File: src/rtl/dma_seq_pkg.sv
// Shared types and codes for the DMA transfer sequencer.
// Compile with DMA_COMPRESSED_TIMING_EN defined to honour CmdCompressed.
package dma_seq_pkg;

  typedef enum logic [2:0] {
    SI_IDX = 3'd0,
    S0_IDX = 3'd1,
    S1_IDX = 3'd2,
    S2_IDX = 3'd3,
    S3_IDX = 3'd4,
    S4_IDX = 3'd5
  } state_idx_e;

  typedef enum logic [5:0] {
    ST_SI = 6'b000001,
    ST_S0 = 6'b000010,
    ST_S1 = 6'b000100,
    ST_S2 = 6'b001000,
    ST_S3 = 6'b010000,
    ST_S4 = 6'b100000
  } state_e;

  localparam logic [1:0] VERIFY    = 2'b00;
  localparam logic [1:0] DMA_WRITE = 2'b01;
  localparam logic [1:0] DMA_READ  = 2'b10;

  localparam logic [1:0] DEMAND = 2'b00;
  localparam logic [1:0] SINGLE = 2'b01;
  localparam logic [1:0] BLOCK  = 2'b10;

  // True when the stepped address has just carried into the upper byte.
  function automatic logic low_byte_wraps(input logic [7:0] low_byte, input logic decr);
    return decr ? (low_byte == 8'hFF) : (low_byte == 8'h00);
  endfunction

endpackage

File: src/rtl/dma_addr_count_unit.sv
// Working address (TAR) and word count (TWC) for the active channel,
// with step logic, terminal-count and upper-byte-change detection.
module dma_addr_count_unit
  import dma_seq_pkg::*;
#(
  parameter int ADDR_W = 16,
  parameter int CNT_W  = 16
) (
  input  logic              clk,
  input  logic              srst,
  input  logic              load,
  input  logic              step,
  input  logic              decr,
  input  logic [ADDR_W-1:0] load_addr,
  input  logic [CNT_W-1:0]  load_count,
  output logic [ADDR_W-1:0] tar_q,
  output logic [ADDR_W-1:0] tar_d,
  output logic [CNT_W-1:0]  twc_q,
  output logic              twc_zero,
  output logic              page_cross
);

  logic [ADDR_W-1:0] tar_step;
  logic [CNT_W-1:0]  twc_d;

  always_comb begin
    tar_step   = decr ? (tar_q - ADDR_W'(1)) : (tar_q + ADDR_W'(1));
    page_cross = low_byte_wraps(tar_step[7:0], decr);
    twc_zero   = (twc_q == '0);
    tar_d      = tar_q;
    twc_d      = twc_q;
    if (load) begin
      tar_d = load_addr;
      twc_d = load_count;
    end else if (step) begin
      tar_d = tar_step;
      twc_d = twc_q - CNT_W'(1);
    end
  end

  always_ff @(posedge clk) begin
    if (srst) begin
      tar_q <= '0;
      twc_q <= '0;
    end else begin
      tar_q <= tar_d;
      twc_q <= twc_d;
    end
  end

endmodule

File: src/rtl/dma_xfer_sequencer.sv
// DMA transfer sequencer: SI/S0..S4 one-hot FSM, strobe decode and writeback.
// Optional feature macro: DMA_COMPRESSED_TIMING_EN (S2 goes straight to S4).
module dma_xfer_sequencer
  import dma_seq_pkg::*;
#(
  parameter int NUM_CH = 4,
  parameter int ADDR_W = 16,
  parameter int CNT_W  = 16
) (
  input  logic                      Clock,
  input  logic                      Reset,
  input  logic                      ReqValid,
  input  logic [$clog2(NUM_CH)-1:0] ReqID,
  input  logic [NUM_CH-1:0]         DReq,
  input  logic [NUM_CH*ADDR_W-1:0]  CurAddr,
  input  logic [NUM_CH*CNT_W-1:0]   CurCount,
  input  logic [2*NUM_CH-1:0]       ModeDir,
  input  logic [2*NUM_CH-1:0]       ModeXfer,
  input  logic [NUM_CH-1:0]         ModeDecr,
  input  logic                      CmdCompressed,
  input  logic                      Hlda,
  input  logic                      Ready,
  input  logic                      nEopIn,
  output logic                      Hrq,
  output logic                      Aen,
  output logic                      Adstb,
  output logic [ADDR_W-1:0]         Addr,
  output logic                      nIOR,
  output logic                      nIOW,
  output logic                      nMEMR,
  output logic                      nMEMW,
  output logic                      nEopOut,
  output logic                      WbValid,
  output logic [$clog2(NUM_CH)-1:0] WbID,
  output logic [ADDR_W-1:0]         WbAddr,
  output logic [CNT_W-1:0]          WbCount,
  output logic                      WbTC
);

  localparam int ID_W = $clog2(NUM_CH);

  state_e            state_q, state_d;
  logic [ID_W-1:0]   act_id_q, act_id_d;
  logic              eop_q, eop_d, wb_valid_q, wb_valid_d, wb_tc_q, wb_tc_d;
  logic              hrq_q, hrq_d, aen_q, aen_d, adstb_q, adstb_d;
  logic [ADDR_W-1:0] addr_q, addr_d;
  logic              nior_q, nior_d, niow_q, niow_d, nmemr_q, nmemr_d, nmemw_q, nmemw_d;
  logic              neop_q, neop_d;

  logic              load, step, twc_zero, page_cross, compressed, start, in_xfer, eop_seen;
  logic              rd_act, wr_act, decr_ch, dreq_ch;
  logic [1:0]        dir_ch, xfer_ch;
  logic [ADDR_W-1:0] tar_q, tar_d;
  logic [CNT_W-1:0]  twc_q;

`ifdef DMA_COMPRESSED_TIMING_EN
  assign compressed = CmdCompressed;
`else
  logic unused_cmd_compressed;
  assign unused_cmd_compressed = CmdCompressed;
  assign compressed            = 1'b0;
`endif

  assign dir_ch  = ModeDir[act_id_q*2 +: 2];
  assign xfer_ch = ModeXfer[act_id_q*2 +: 2];
  assign decr_ch = ModeDecr[act_id_q];
  assign dreq_ch = DReq[act_id_q];
  assign start   = (state_q == ST_SI) && ReqValid && !wb_valid_q;
  assign load    = start;
  assign in_xfer = state_q[S1_IDX] | state_q[S2_IDX] | state_q[S3_IDX] | state_q[S4_IDX];
  assign eop_seen = eop_q || !nEopIn;

  dma_addr_count_unit #(
    .ADDR_W(ADDR_W),
    .CNT_W (CNT_W)
  ) u_addr_count (
    .clk       (Clock),
    .srst      (Reset),
    .load      (load),
    .step      (step),
    .decr      (decr_ch),
    .load_addr (CurAddr[ReqID*ADDR_W +: ADDR_W]),
    .load_count(CurCount[ReqID*CNT_W +: CNT_W]),
    .tar_q     (tar_q),
    .tar_d     (tar_d),
    .twc_q     (twc_q),
    .twc_zero  (twc_zero),
    .page_cross(page_cross)
  );

  always_comb begin
    state_d    = state_q;
    act_id_d   = act_id_q;
    eop_d      = eop_q;
    wb_tc_d    = wb_tc_q;
    wb_valid_d = 1'b0;
    step       = 1'b0;
    if (in_xfer && !nEopIn) eop_d = 1'b1;
    case (state_q)
      ST_SI: begin
        eop_d = 1'b0;
        if (start) begin
          act_id_d = ReqID;
          state_d  = ST_S0;
        end
      end
      ST_S0: begin
        if (Hlda) begin
          state_d = ST_S1;
        end else if (!nEopIn) begin
          state_d    = ST_SI;
          wb_valid_d = 1'b1;
          wb_tc_d    = 1'b0;
        end
      end
      ST_S1: state_d = ST_S2;
      ST_S2: begin
        if (!compressed)  state_d = ST_S3;
        else if (Ready)   state_d = ST_S4;
      end
      ST_S3: if (Ready) state_d = ST_S4;
      ST_S4: begin
        step    = 1'b1;
        wb_tc_d = twc_zero;
        if (twc_zero || eop_seen || xfer_ch == SINGLE || xfer_ch == 2'b11 ||
            (xfer_ch == DEMAND && !dreq_ch)) begin
          state_d    = ST_SI;
          wb_valid_d = 1'b1;
        end else if (page_cross) begin
          state_d = ST_S1;
        end else begin
          state_d = ST_S2;
        end
      end
      default: state_d = ST_SI;
    endcase
    // Losing the bus abandons the transfer; TAR/TWC stay as they were.
    if (in_xfer && !Hlda) begin
      state_d    = ST_SI;
      step       = 1'b0;
      wb_valid_d = 1'b1;
      wb_tc_d    = 1'b0;
    end
  end

  // Outputs are decoded from the next state so they line up with the state register.
  always_comb begin
    rd_act  = (state_d == ST_S2) || (state_d == ST_S3);
    wr_act  = (state_d == ST_S3);
    hrq_d   = (state_d != ST_SI);
    aen_d   = (state_d == ST_S1) || rd_act || (state_d == ST_S4);
    adstb_d = (state_d == ST_S1);
    addr_d  = aen_d ? tar_d : '0;
    nior_d  = !(rd_act && dir_ch == DMA_WRITE);
    nmemr_d = !(rd_act && dir_ch == DMA_READ);
    nmemw_d = !(wr_act && dir_ch == DMA_WRITE);
    niow_d  = !(wr_act && dir_ch == DMA_READ);
    neop_d  = !((state_d == ST_S4) && twc_zero);
  end

  always_ff @(posedge Clock) begin
    if (Reset) begin
      state_q    <= ST_SI;
      act_id_q   <= '0;
      eop_q      <= 1'b0;
      wb_valid_q <= 1'b0;
      wb_tc_q    <= 1'b0;
      hrq_q      <= 1'b0;
      aen_q      <= 1'b0;
      adstb_q    <= 1'b0;
      addr_q     <= '0;
      nior_q     <= 1'b1;
      niow_q     <= 1'b1;
      nmemr_q    <= 1'b1;
      nmemw_q    <= 1'b1;
      neop_q     <= 1'b1;
    end else begin
      state_q    <= state_d;
      act_id_q   <= act_id_d;
      eop_q      <= eop_d;
      wb_valid_q <= wb_valid_d;
      wb_tc_q    <= wb_tc_d;
      hrq_q      <= hrq_d;
      aen_q      <= aen_d;
      adstb_q    <= adstb_d;
      addr_q     <= addr_d;
      nior_q     <= nior_d;
      niow_q     <= niow_d;
      nmemr_q    <= nmemr_d;
      nmemw_q    <= nmemw_d;
      neop_q     <= neop_d;
    end
  end

  assign Hrq     = hrq_q;
  assign Aen     = aen_q;
  assign Adstb   = adstb_q;
  assign Addr    = addr_q;
  assign nIOR    = nior_q;
  assign nIOW    = niow_q;
  assign nMEMR   = nmemr_q;
  assign nMEMW   = nmemw_q;
  assign nEopOut = neop_q;
  assign WbValid = wb_valid_q;
  assign WbID    = act_id_q;
  assign WbAddr  = tar_q;
  assign WbCount = twc_q;
  assign WbTC    = wb_tc_q;

endmodule

File: config.mk
export PLATFORM = sky130hd
export DESIGN_NAME = dma_xfer_sequencer
export DESIGN_NICKNAME = d
export VERILOG_FILES = /design/src/rtl/dma_seq_pkg.sv /design/src/rtl/dma_addr_count_unit.sv /design/src/rtl/dma_xfer_sequencer.sv
export SDC_FILE = /design/constraint.sdc
export NUM_CORES = 1
export LEC_CHECK = 0
export CORE_MARGIN = 3
export CORE_UTILIZATION = 35
export CTS_BUF_LIST = sky130_fd_sc_hd__clkbuf_8 sky130_fd_sc_hd__clkbuf_16
export DETAILED_ROUTE_END_ITERATION = 8
export GPL_ROUTABILITY_DRIVEN = 0
export GPL_TIMING_DRIVEN = 0
export PLACE_DENSITY_LB_ADDON = 0.3
export SLEW_MARGIN = 20
export SYNTH_ARGS = -nofsm -noshare
export SYNTH_HDL_FRONTEND = slang
export SYNTH_HIERARCHICAL = 1
export SYNTH_SLANG_ARGS = --single-unit
File: constraint.sdc
create_clock -name Clock -period 12.2 [get_ports Clock]
set_clock_uncertainty 0.2 [all_clocks]
set_input_delay 1.83 -clock Clock [delete_from_list [all_inputs] [get_ports Clock]]
set_output_delay 1.83 -clock Clock [all_outputs]
set_load 0.02 [all_outputs]
**Yosys cells after proc, flatten, opt, wreduce, memory -nomap -nowiden**

Index checks and enable logic that the tools add are counted.

- Shift operators: 4
- Muxes and demuxes: 28
- Add/subtract/negate cells: 3
- Eq/ne operators: 18
- Reductions and logical operators: 37
- Magnitude comparators: 1
- Bitwise gates (word level): 4

Operators with widths:

| cell | number |
|---|---|
| $shiftx A64 B7 Y16 | 2 |
| $mux W16 | 5 |
| $pmux W6 S6 | 1 |
| $sub A16 B1 Y16 const B | 2 |
| $mux W6 | 5 |
| $add A16 B1 Y16 const B | 1 |
| $logic_not A16 Y1 | 1 |
| $shiftx A8 B4 Y2 | 2 |
| $eq A6 B3 Y1 const B | 2 |
| $eq A6 B4 Y1 const B | 2 |
| $eq A6 B5 Y1 const B | 2 |
| $eq A6 B6 Y1 const B | 2 |
| $mux W1 | 11 |
| $logic_and A1 B1 Y1 | 10 |
| $logic_not A1 Y1 | 9 |
| $eq A8 B8 Y1 const B | 1 |
| $logic_not A8 Y1 | 1 |
| $logic_or A1 B1 Y1 | 8 |
| $mux W4 | 2 |
| $eq A6 B1 Y1 const B | 1 |
| $eq A6 B2 Y1 const B | 1 |
| $ne A6 B1 Y1 const B | 1 |
| $reduce_or A2 Y1 | 3 |
| $bmux W1 S2 | 2 |
| 11 further kinds | 18 |

- Input bits: 161
- Word-level logic and storage cells: 111
- Flip-flop bits (word level): 67

**Logic depth before layout (Yosys ltp)**

- Depth after elaboration: 15
- Mapped depth: 13
- Gate-level depth less buffers: 12

**Modules after synthesis**

Netlist, hierarchy kept.

Modules (own cells, without submodules):

| module | times used | area each (um2) | sequential area each (um2) | cells an instance |
|---|---|---|---|---|
| dma_addr_count_unit | 1 | 2,456.1 | 640.6 | 320 |
| dma_xfer_sequencer | 1 | 2,401.1 | 700.7 | 195 |

**Least setup slack after synthesis**

Ideal clock, no wire load.

- Kind: in2reg
- Start: input ModeDecr[3]
- End: register adstb_q (netlist: Adstb)
- Path slack: 7,063 ps
- Library setup time: 70 ps
- Data arrival time: 4,866 ps
- Stages on the path: 11
- Cell sequence: mux4_2 -> ha_1 -> a21o_1 -> a21oi_1 -> xnor2_1 -> or4b_2 -> or4_1 -> mux2i_1 -> and4_1 -> nand4_1 -> a21boi_1

- Longest elaborated chain between the ends: 10

RTL lines:

| element | line | source |
|---|---|---|
| start, declared | dma_xfer_sequencer.sv:19 | `input logic [NUM_CH-1:0] ModeDecr,` |
| $bmux W1 S2 (*) | dma_xfer_sequencer.sv:66 | `assign decr_ch = ModeDecr[act_id_q];` |
| $mux W1 (not written as such) (*) | dma_xfer_sequencer.sv:66 |  |
| $mux W16 | dma_addr_count_unit.sv:27 | `tar_step = decr ? (tar_q - ADDR_W'(1)) : (tar_q + ADDR_W'(1));` |
| $eq A8 B8 Y1 / $logic_not A8 Y1 (equally long branches) | dma_seq_pkg.sv:33 | `return decr ? (low_byte == 8'hFF) : (low_byte == 8'h00);` |
| $mux W1 (*) | dma_seq_pkg.sv:33 |  |
| named net page_cross | dma_xfer_sequencer.sv:50 | `logic load, step, twc_zero, page_cross, compressed, start, in_xfer, eop_seen;` |
| $mux W4 (*) | dma_xfer_sequencer.sv:129 | `end else if (page_cross) begin` |
| $mux W4 (*) | dma_xfer_sequencer.sv:125 | `if (twc_zero \|\| eop_seen \|\| xfer_ch == SINGLE \|\| xfer_ch == 2'b11 \|\|` |
| $pmux W6 S6 (*) | dma_xfer_sequencer.sv:99 | `case (state_q)` |
| $mux W6 (*) | dma_xfer_sequencer.sv:138 | `if (in_xfer && !Hlda) begin` |
| $eq A6 B3 Y1 (*) | dma_xfer_sequencer.sv:152 | `adstb_d = (state_d == ST_S1);` |
| end signal, assigned | dma_xfer_sequencer.sv:185 | `adstb_q <= adstb_d;` |
| end, declared | dma_xfer_sequencer.sv:45 | `logic hrq_q, hrq_d, aen_q, aen_d, adstb_q, adstb_d;` |

Mark *: on every way through the listed nets, which the timed path passes. The rest lies on a longest branch. The select of a mux whose other input is x is not followed.
A chain may end at the register's enable or synchronous reset.

**Worst setup path after layout**

- Start: input ModeDecr[3]
- End: register state_q[2]

- Longest elaborated chain between the ends: 9

RTL lines:

| element | line | source |
|---|---|---|
| $bmux W1 S2 (*) | dma_xfer_sequencer.sv:66 |  |
| $mux W1 (not written as such) (*) | dma_xfer_sequencer.sv:66 |  |
| named net decr_ch | dma_xfer_sequencer.sv:51 | `logic rd_act, wr_act, decr_ch, dreq_ch;` |
| $mux W16 | dma_addr_count_unit.sv:27 |  |
| $eq A8 B8 Y1 / $logic_not A8 Y1 (equally long branches) | dma_seq_pkg.sv:33 |  |
| $mux W1 (*) | dma_seq_pkg.sv:33 |  |
| named net page_cross | dma_xfer_sequencer.sv:50 |  |
| $mux W4 (*) | dma_xfer_sequencer.sv:129 |  |
| $mux W4 (*) | dma_xfer_sequencer.sv:125 |  |
| $pmux W6 S6 (*) | dma_xfer_sequencer.sv:99 |  |
| $mux W6 (*) | dma_xfer_sequencer.sv:138 |  |
| end signal, assigned | dma_xfer_sequencer.sv:178 | `state_q <= state_d;` |
| end, declared | dma_xfer_sequencer.sv:42 | `state_e state_q, state_d;` |

Marks and branches as above.

==> results_dict.tcl <==
set metrics [dict create \
    status "complete, no violations" \
    place_area_um2 7250 \
    ys_seq_elements 67 \
    path_class "in -> reg" \
    fin_tns_setup_ns 0 \
    overflow 0 \
    root_buffer "clkbuf_16" \
    diodes 0 \
    yosysUniqueCellTypes 67 \
    drt_iter0_markers 440 \
    finalMaxSlewViolations 0 \
    synthTopCellsByArea "dfxtp_1 (28%), mux4_2 (16%), a21oi_1 (4.9%), ha_1 (4.6%), nor2_1 (4.3%)" \
    firstDrtPassIters 6 \
    clock_latency_ns 0.33 \
    min_period_over_period 0.468 \
    async_flop_share 0 \
    reg2reg_setup_slack_ns 7.83 \
    die_w_um 124 \
    htreeDepth 3 \
    grt_max_degree 21 \
    ys_seq_area_frac 0.276 \
    rsz0062_at_grt "false" \
    cp_max_fo 20 \
    dieArea_um2 15300 \
    final_area_um2 7520 \
    crit_arrival_ns 5.76 \
    syn2layout_area_growth_pct 54.8 \
    cts_setup_buffers 0 \
    placementRows 42 \
    synth_top_cell_area_share 0.276 \
    hold_path_class "reg -> reg" \
    fmax_mhz 175 \
    die_h_um 124 \
    synth_area_per_cell_um2 9.43 \
    clk_pin_slew_ns 0.05 \
    drv_cap 0 \
    setup_viol 0 \
    final_nets 923 \
    final_cells 922 \
    cts.sinks 67 \
    clk_path_buf_depth 2 \
    hold_buffers 0 \
    grt_pass1_wl_mm 28.0 \
    vias 5153 \
    hold-worst-slack_ns 0.299 \
    grt_use_total 0.236 \
    yosys_warnings 6 \
    grt_antenna_before_repair 0 \
    drive_gt1_frac 0.125 \
    critPathCaptureType "flop" \
    post_cts_resized 0 \
    antenna_left 0 \
    cp-start-kind "input port" \
    fin_crit_ns 5.71 \
    start_util 0.362 \
    synthCells 515 \
    hold_viol 0 \
    ir_worst_vdd_v 0.0000697 \
    grt_pass1_vias 5277 \
    io_buffer_count 217 \
    synth_ff_type "dfxtp_1" \
    syn-cell-area_um2 4860 \
    place.detailed.hpwl_mm 14.5 \
    slew_headroom 0.395 \
    synth_top_cell_by_area "dfxtp_1" \
    cp.required_ns 12.25 \
    totalWireLength_mm 18.0 \
    drc 0 \
    synth_edf_count 0 \
    io_pins 221 \
    leakage_nw 2.84 \
    core-area_um2 13400 \
    cts_made_buffers 9 \
    wl_per_cell_um 19.5 \
    post-route-util 0.561 \
    synthesis.nets 695 \
    powerDensity_nw_per_um2 98.1 \
    routed_via_density 5.59 \
    placedCellCount 908 \
    tightestPinTransition_ns 0.907 \
    cts_tree "yes" \
]
==> through the flow <==
step	power, mW	worst slack, ns
after floorplan	0.390	7.06
after global placement	0.497	6.31
after detailed placement	0.504	6.22
after CTS	0.740	6.53
after global routing	0.776	6.30
final	0.737	6.49
==> worst max-delay path: stages <==
cell,delay (ns)
clkdlybuf4s50_1,0.40
mux4_2,0.71
ha_1,0.43
a21o_1,0.21
a21oi_1,0.18
xnor2_1,0.12
or4b_2,0.63
or4_1,0.40
mux2i_1,0.27
and4_1,0.24
nand4_1,0.13
a21boi_1,0.18
==> placed cells by master, fill, tap and decap left out, types with 10 or more instances in the layout <==
master / instances
a21oi_1: 48
clkbuf_1: 22
clkdlybuf4s50_1: 217
dfxtp_1: 67
ha_1: 18
inv_1: 10
mux2i_1: 14
mux4_2: 35
nand2_1: 26
nor2_1: 55
nor3_1: 13
nor4b_1: 11
o21ai_0: 16
xnor2_1: 13
xor2_1: 10
==> layer usage <==
| metal | part of all wire | vias up | global-route usage | wire, um |
|---|---|---|---|---|
| li1 | - | 2403 | - | - |
| met1 | 0.39 | 2472 | 0.297 | 7020 |
| met2 | 0.50 | 242 | 0.401 | 9020 |
| met3 | 0.083 | 36 | 0.0495 | 1500 |
| met4 | 0.024 | 0 | 0.0796 | 423 |
| met5 | 0 | - | 0 | 0 |
==> where the power goes <==
part           internal, mW  switching (mW)  total, mW
Clock                 0.145          0.0900      0.235
Combinational         0.135           0.124      0.258
Sequential            0.232          0.0123      0.244
Total                 0.511           0.226      0.737
==> cell families after synthesis <==
family | Yosys count | share of synthesized area
AND/OR/NAND/NOR | 192 | 0.239
AO/OA/AOI/OAI | 115 | 0.151
multiplexers | 51 | 0.196
adder cells (fa/ha/maj) | 19 | 0.0505
XOR/XNOR | 23 | 0.0415
buffers and inverters | 48 | 0.0456
flip-flops | 67 | 0.276
==> path summary, 6_finish.rpt <==
check,startpoint,endpoint,cells after the start
worst min-delay path,eop_q,eop_q,2
worst min register to register,eop_q,eop_q,2
worst max register to register,WbID[0],state_q[2],12
worst max-delay path,ModeDecr[3],state_q[2],12
==> final cells by class <==
type | instances | area (um2)
clock buffer | 11 | 253
buffer | 37 | 180
tap | 176 | 220
inverter | 11 | 41.3
multi-input combinational | 400 | 3290
fill | 1204 | 5880
timing repair buffer | 217 | 2170
sequential | 67 | 1340
clock inverter | 3 | 15.0
==> Yosys cell counts, types with 10 or more instances <==
cell type / count
dfxtp_1: 67
mux2i_1: 14
nor4b_1: 11
ha_1: 18
nand2_1: 26
a21oi_1: 48
xor2_1: 10
o21ai_0: 16
mux4_2: 35
clkbuf_1: 22
nor3_1: 13
xnor2_1: 13
nor2_1: 55
inv_1: 10
==> flip-flops by register name, summed over array words and instances (netlist names), 2 cells and up <==
register            cells
Addr                   16
u_addr_count/tar_q     16
u_addr_count/twc_q     16
state_q                 6
WbID                    2
(Power assumes the default switching activity.)
